--- src/rtl/shifter_pkg.sv ---
// Shared definitions for the pipelined barrel shifter.
// Optional feature macro: PIPE_BARREL_SHIFTER_ROTATE_EN (enables ROR mode).
package shifter_pkg;

    // Operation encodings carried alongside every word through the pipeline.
    typedef enum logic [1:0] {
        MODE_LSR = 2'b00,
        MODE_LSL = 2'b01,
        MODE_ASR = 2'b10,
        MODE_ROR = 2'b11
    } mode_t;

endpackage

--- src/rtl/shift_stage.sv ---
// One barrel-shifter level: conditionally shifts by DIST, then registers the
// word together with its valid bit, remaining shift amount and mode.
// Optional feature macro: PIPE_BARREL_SHIFTER_ROTATE_EN (enables ROR mode).
module shift_stage
    import shifter_pkg::*;
#(
    parameter int WIDTH = 8,
    parameter int DIST  = 1,
    parameter int SHW   = $clog2(WIDTH)
) (
    input  logic             clk,
    input  logic             rst_n,
    input  logic             en,
    input  logic             in_valid,
    input  logic [WIDTH-1:0] in_data,
    input  logic [SHW-1:0]   in_shamt,
    input  logic [1:0]       in_mode,
    output logic             out_valid,
    output logic [WIDTH-1:0] out_data,
    output logic [SHW-1:0]   out_shamt,
    output logic [1:0]       out_mode
);

    // Shift-amount bit consumed by this level.
    localparam int BIT = $clog2(DIST);

    logic             valid_q;
    logic [WIDTH-1:0] data_q;
    logic [SHW-1:0]   shamt_q;
    logic [1:0]       mode_q;

    logic [WIDTH-1:0] data_d;
    logic [SHW-1:0]   shamt_d;
    logic [WIDTH-1:0] shifted;
    mode_t            mode_sel;

    // Fixed-distance shift for the requested mode, applied only when this
    // level's shift-amount bit is set; the consumed bit is cleared.
    always_comb begin
        mode_sel = mode_t'(in_mode);
        shifted  = in_data >> DIST;
        case (mode_sel)
            MODE_LSL: shifted = in_data << DIST;
            MODE_ASR: shifted = $signed(in_data) >>> DIST;
`ifdef PIPE_BARREL_SHIFTER_ROTATE_EN
            MODE_ROR: shifted = (in_data >> DIST) | (in_data << (WIDTH - DIST));
`endif
            // LSR, and mode 11 when rotation is not built in.
            default:  shifted = in_data >> DIST;
        endcase
        data_d       = in_shamt[BIT] ? shifted : in_data;
        shamt_d      = in_shamt;
        shamt_d[BIT] = 1'b0;
    end

    // Stage register: cleared by reset, frozen while the pipeline stalls.
    always_ff @(posedge clk) begin
        if (!rst_n) begin
            valid_q <= 1'b0;
            data_q  <= '0;
            shamt_q <= '0;
            mode_q  <= '0;
        end else if (en) begin
            valid_q <= in_valid;
            data_q  <= data_d;
            shamt_q <= shamt_d;
            mode_q  <= in_mode;
        end
    end

    assign out_valid = valid_q;
    assign out_data  = data_q;
    assign out_shamt = shamt_q;
    assign out_mode  = mode_q;

endmodule

--- src/rtl/pipe_barrel_shifter.sv ---
// Pipelined barrel shifter: log2(WIDTH) registered levels, largest distance
// first, with a single global stall driven by the output handshake.
// Optional feature macro: PIPE_BARREL_SHIFTER_ROTATE_EN (enables ROR mode;
// without it mode 11 behaves as LSR).
module pipe_barrel_shifter
    import shifter_pkg::*;
#(
    parameter  int WIDTH = 8,
    localparam int SHW   = $clog2(WIDTH)
) (
    input  logic             clk,
    input  logic             rst_n,
    input  logic             in_valid,
    output logic             in_ready,
    input  logic [WIDTH-1:0] in_data,
    input  logic [SHW-1:0]   in_shamt,
    input  logic [1:0]       in_mode,
    output logic             out_valid,
    input  logic             out_ready,
    output logic [WIDTH-1:0] out_data
);

    // Index 0 is the input side; index SHW is the last stage register.
    logic             stg_valid [0:SHW];
    logic [WIDTH-1:0] stg_data  [0:SHW];
    logic [SHW-1:0]   stg_shamt [0:SHW];
    logic [1:0]       stg_mode  [0:SHW];

    logic stall;
    logic unused_tail;

    // Every stage holds while a finished result waits for the consumer, so
    // bubbles keep their position and nothing is overwritten.
    assign stall    = stg_valid[SHW] & ~out_ready;
    assign in_ready = ~stall;

    assign stg_valid[0] = in_valid;
    assign stg_data[0]  = in_data;
    assign stg_shamt[0] = in_shamt;
    assign stg_mode[0]  = in_mode;

    generate
        for (genvar gi = 0; gi < SHW; gi++) begin : g_stage
            shift_stage #(
                .WIDTH (WIDTH),
                .DIST  (1 << (SHW - 1 - gi)),
                .SHW   (SHW)
            ) u_stage (
                .clk       (clk),
                .rst_n     (rst_n),
                .en        (~stall),
                .in_valid  (stg_valid[gi]),
                .in_data   (stg_data[gi]),
                .in_shamt  (stg_shamt[gi]),
                .in_mode   (stg_mode[gi]),
                .out_valid (stg_valid[gi+1]),
                .out_data  (stg_data[gi+1]),
                .out_shamt (stg_shamt[gi+1]),
                .out_mode  (stg_mode[gi+1])
            );
        end
    endgenerate

    assign out_valid = stg_valid[SHW];
    assign out_data  = stg_data[SHW];

    // Shift amount and mode are fully consumed once the last level is done.
    assign unused_tail = ^{stg_shamt[SHW], stg_mode[SHW]};

endmodule

--- config.mk ---
export PLATFORM = sky130hd
export DESIGN_NAME = pipe_barrel_shifter
export DESIGN_NICKNAME = d
export VERILOG_FILES = /design/src/rtl/shifter_pkg.sv /design/src/rtl/shift_stage.sv /design/src/rtl/pipe_barrel_shifter.sv
export SDC_FILE = /design/constraint.sdc
export NUM_CORES = 1
export LEC_CHECK = 0
export CAP_MARGIN = 20
export CORE_MARGIN = 8
export CORE_UTILIZATION = 50
export CTS_CLUSTER_DIAMETER = 100
export DETAILED_ROUTE_END_ITERATION = 6
export PLACE_DENSITY_LB_ADDON = 0.05
export RECOVER_POWER = 100
export SYNTH_ARGS = -nofsm -noshare
export SYNTH_HDL_FRONTEND = slang
export SYNTH_SLANG_ARGS = --single-unit
--- constraint.sdc ---
create_clock -name clk -period 2 [get_ports clk]
set_input_delay 0.6 -clock clk [delete_from_list [all_inputs] [get_ports clk]]
set_output_delay 0.6 -clock clk [all_outputs]
set_load 0.05 [all_outputs]
Yosys cells after proc, flatten, opt, wreduce, memory -nomap -nowiden --
Cells that the tools add are included.
Storage, ports and cells: output and inout port bits 10, word-level logic and storage cells 25, register bits 34, input bits 17
Cells by class: equal/unequal tests 6, bitwise gates (word level) 3, mux-type cells 6
Operator list (number):
- case mux 8 bit (2 select lines) | 3
- 2-to-1 mux 8 bit | 3
- == test 2 x 1 -> 1 bit, second input constant | 3
- == test 2 bit, second input constant | 3
- inverter 1 bit | 2
- bitwise AND 1 bit | 1

Depth between registers and ports, before layout --
Gate-level depths: netlist (run 1).
word-level depth 3, depth in mapped cells 6, mapped depth without buffers 5

Modules after synthesis --
Synthesis (run 1) repeated with hierarchy kept, for this count alone.
Second synthesis, totals: cell total of the unflattened synthesis 216, area, all modules 2018.2 um^2
By module, submodules not included:
- shift_stage (g_stage[2].u_stage) | area an instance 695.7 um^2, cells each 74, times used 1
- shift_stage (g_stage[0].u_stage) | area an instance 661.9 um^2, cells each 68, times used 1
- shift_stage (g_stage[1].u_stage) | area an instance 654.4 um^2, cells each 73, times used 1
- pipe_barrel_shifter | area an instance 6.3 um^2, cells each 1, times used 1

Worst setup path before layout (run 1) --
OpenSTA, ideal clock, no wires.
path type reg-to-output, start point register g_stage[2].u_stage.valid_q, end point output in_ready, required time 1.400 ns, path buffers 2, setup slack 0.198 ns, stages on the path, launching flop included 5, arrival 1.202 ns, cell sequence dfxtp_1 nor2b_1 buf_6 inv_4 buf_4
Between the ends: word-level cells in the longest chain between the ends 2
Ends and longest elaborated chain:
- start: declaration | RTL line shift_stage.sv:27 | logic valid_q;
- start signal: assignment | RTL line shift_stage.sv:64 | valid_q <= in_valid;
- bitwise AND 1 bit | RTL line pipe_barrel_shifter.sv:34 | assign stall = stg_valid[SHW] & ~out_ready;
- inverter 1 bit
- end: declaration | RTL line pipe_barrel_shifter.sv:14 | output logic in_ready,
Every way passes these cells.

Worst setup path after layout (run 1) --
start point input out_ready, end point output in_ready
Between the ends: word-level cells in the longest chain between the ends 3
Ends and longest elaborated chain:
- start: declaration | RTL line pipe_barrel_shifter.sv:19 | input logic out_ready,
- inverter 1 bit | RTL line pipe_barrel_shifter.sv:34
- bitwise AND 1 bit | RTL line pipe_barrel_shifter.sv:34
- inverter 1 bit
Every way passes these cells.

==> results of run 1 <==
-- worst max-delay path: cells and delay by family --
family | cells | cell delay [ps]
and+or+nand+nor | 1 | 230
buffers and inverters | 3 | 480
-- worst paths after layout --
| kind | slack [ps] | depth (start not counted) | endpoint |
|---|---|---|---|
| worst max-delay path | 90 | 4 | in_ready |
| worst min register to register | 470 | 2 | g_stage[1].u_stage.out_shamt[0]$_SDFFE_PN0N_ |
| worst max register to register | 290 | 7 | g_stage[0].u_stage.out_mode[1]$_SDFFE_PN0N_ |
| worst min-delay path | 470 | 2 | g_stage[1].u_stage.out_shamt[0]$_SDFFE_PN0N_ |
-- cell families after synthesis --
group	Yosys count	synth area share (%)
AND/OR/NAND/NOR	60	17.5
buffers and inverters	25	8.90
AO/OA/AOI/OAI	72	28.8
adder cells (fa/ha/maj)	6	4.45
flip-flops	34	40.4
-- sequential cells by signal, indices dropped and copies added, names as in the netlist --
register / flops
g_stage.u_stage.out_shamt: 3
g_stage.u_stage.out_data: 24
g_stage.u_stage.out_mode: 4
g_stage.u_stage.out_valid: 3
-- per-layer routing --
metal	vias up	global-route usage, %	wire length (um)
met4	0	9.09	86
met3	9	5.80	277
met5	-	0	0
li1	786	-	-
met2	50	27.1	1990
met1	743	19.2	1790
-- through the flow --
step	hold WS [ps]	TNS, ps	std cells	utilization (%)	setup WS, ps
after CTS	475	0	272	61.4	161
after detailed placement	453	-1980	260	58.7	-205
after global placement	446	-1270	260	58.7	-151
final	470	0	272	60.0	85.5
after global routing	492	0	272	60.0	21.2
after floorplan	440	0	197	-	198
-- timing repair --
action / in CTS / in global routing
gates resized for setup: 1 / 0
endpoints found under the setup margin: 1 / 0
buffers inserted: 4 / 0
hold buffers: 0 / 0
-- placed cells by master (no fill, tap or decap), types with 2 or more instances in the layout --
| cell | n |
|---|---|
| or2_2 | 2 |
| a22oi_1 | 11 |
| ha_1 | 6 |
| a31oi_1 | 3 |
| a221oi_1 | 7 |
| inv_1 | 8 |
| o21a_1 | 2 |
| nor2_1 | 7 |
| o211ai_1 | 10 |
| buf_4 | 9 |
| clkbuf_4 | 7 |
| nand3_1 | 15 |
| nand4_1 | 10 |
| a22o_1 | 3 |
| a21boi_0 | 9 |
| a21oi_1 | 10 |
| o21ai_0 | 16 |
| clkbuf_1 | 10 |
| nor2b_1 | 6 |
| nand2_1 | 18 |
| dfxtp_1 | 34 |
| clkdlybuf4s50_1 | 15 |
-- final cells by class --
class / count / area, um^2 / area share [%]
clock inverter: 1 / 5.00 / 0.254
inverter: 10 / 40.0 / 2.03
multi-input combinational: 138 / 856 / 43.5
clock buffer: 7 / 55.1 / 2.80
timing repair buffer: 36 / 275 / 14.0
sequential: 34 / 681 / 34.6
tap: 46 / 57.6 / 2.92
-- power by group through the flow --
stage	clock network [W]	registers, W	logic (W)
2_1_floorplan	0	0.000775	0.000128
3_3_place_gp	0	0.000761	0.000216
3_5_place_dp	0	0.000762	0.000220
4_1_cts	0.000414	0.000746	0.000224
5_1_grt	0.000445	0.000752	0.000240
6_report	0.000402	0.000747	0.000217
==> results by group, run 1 <==
Outcome
  – Status: finished, final reports clean

Synth
  – Synthesized instance count: 197
  – Syn avg cell area: 8.56 um^2
  – Ys flop type: dfxtp_1
  – Dominant cell type by area after synthesis: dfxtp_1
  – Post-Syn Area: 0.00169 mm^2
  – Ys Warns: 0
  – Syn nets: 220
  – Seq/Total Area, Yosys: 40.4%
  – Count leader, synth: dfxtp_1
  – Largest cells by area after synthesis: dfxtp_1, a22oi_1, o21ai_0, ha_1, nand3_1
  – Top cells by count, synth: dfxtp_1, nand2_1, o21ai_0
  – Asr flop ratio synth: 0%
  – Distinct cells, synth: 29
  – EDFF count, synth: 0
  – Top cell type's share of synthesized area: 40.4%
  – Post-synthesis register bit count: 34

Hold path
  – Worst hold path startpoint: g_stage[0].u_stage.out_shamt[0]$_SDFFE_PN0N_
  – Hold Path Class: flip-flop to flip-flop

Final layout
  – Post-route cell area: 0.00197 mm^2
  – # fillers: 329
  – Final nets: 248
  – Layout cell share with drive strength beyond 1: 9.73%
  – Area growth syn-to-layout: 16.8%
  – Diode count: 0

Power and ir drop
  – Sequential share of power: 54.7%
  – Overall Power: 0.00137 W
  – Net Sw Frac: 28.4%
  – IR Drop Worst-Case VDD: 325 uV
  – Clock network fraction of total power: 29.4%
  – Pwr/cell area: 693 mW/mm^2
  – Switch Pwr: 0.000387 W
  – Lkg Pwr: 0.694 nW
  – P_int: 0.000978 W
  – Combinational Power Share: 15.9%

Die
  – Initial Util: 51.4%
  – Die H: 74.1 um
  – Die ar.: 0.00549 mm^2
  – Die Span X: 74.1 um
  – FP Rows: 21
  – Top-Level Pins: 27
  – Core box area: 0.00328 mm^2

Timing
  – Slew Viols, Final: 0
  – Part of the cycle the worst path needs: 95.7%
  – Clock skew: 5.61 ps
  – FMAX: 0.522 GHz
  – Setup violations, final: 0
  – RSZ-0062 raised after global routing: no
  – Worst rel slew slack: 58.8%
  – Period minus WS final: 1910 ps
  – Final Hold Viols: 0
  – Worst slew pin tran: 620 ps

CTS
  – H-Tree Depth: 2
  – Clock Latency Late Sink: 340 ps
  – CTS tree: yes
  – Clk slew on worst S/H paths: 100 ps
  – Clock buffer depth: 2
  – CTS sink cnt: 34
  – Inserted Clock Buffers: 5
  – CTS root buf: clkbuf_4

Route
  – Initial DRC count: 147
  – Vias per std cell: 5.84
  – Post-route ant nets: 0
  – Wirelength per Cell: 15.2 um
  – Final WL: 4140 um
  – DRC viols: 0
  – Vias post-DR: 1588
  – Number of iterations in the first detailed-routing pass: 4

Worst setup path
  – CP Max Fanout: 2
  – Critical path data arrival time: 1310 ps
  – Largest stage delay, worst path: 230 ps
  – Critical-path cell list: dlygate4sd2_1, nor2b_1, inv_4, buf_4
  – Endpoint class of the critical path: primary output
  – Crit Path Class: input port to primary output
  – Setup crit start kind: input port
  – Worst path required time: 1400 ps
  – Worst Setup SP: out_ready
  – Worst flop-to-flop path startpoint: g_stage[2].u_stage.out_valid$_SDFFE_PN0N_
  – Slowest CP cell: dlygate4sd2_1

Global route
  – All-layer global routing usage: 16.9%
  – Antenna violations before repair: 0
  – Grt ovf: 0
  – First-pass GRT wire length: 7160 um
  – Largest net degree at the start of global routing: 34
  – Via count of the first global-routing pass: 1564

Placement
  – Placed instance area: 0.00193 mm^2
  – Final RePlAce weighted congestion: 0.820
  – Post-DP HPWL: 2940 um
  – Port Buffers: 26

Job
  – Max Cap Violations: 0
Note: power is estimated with default switching activity, not from simulation.
==> run 2: changes to the inputs <==
--- a/config.mk
+++ b/config.mk
@@ -12,6 +12,7 @@
 export DETAILED_ROUTE_END_ITERATION = 6
 export PLACE_DENSITY_LB_ADDON = 0.05
 export RECOVER_POWER = 100
+export SLEW_MARGIN = 20
 export SYNTH_ARGS = -nofsm -noshare
 export SYNTH_HDL_FRONTEND = slang
 export SYNTH_SLANG_ARGS = --single-unit
==> results of run 2 <==
The final DEF is identical to that of run 1; final timing and power are the same.
==> run 3: changes to the inputs <==
--- a/config.mk
+++ b/config.mk
@@ -8,7 +8,7 @@
 export CAP_MARGIN = 20
 export CORE_MARGIN = 8
 export CORE_UTILIZATION = 50
-export CTS_CLUSTER_DIAMETER = 100
+export CTS_CLUSTER_DIAMETER = 120
 export DETAILED_ROUTE_END_ITERATION = 6
 export PLACE_DENSITY_LB_ADDON = 0.05
 export RECOVER_POWER = 100
==> results of run 3 <==
The final DEF is identical to that of run 1; final timing and power are the same.
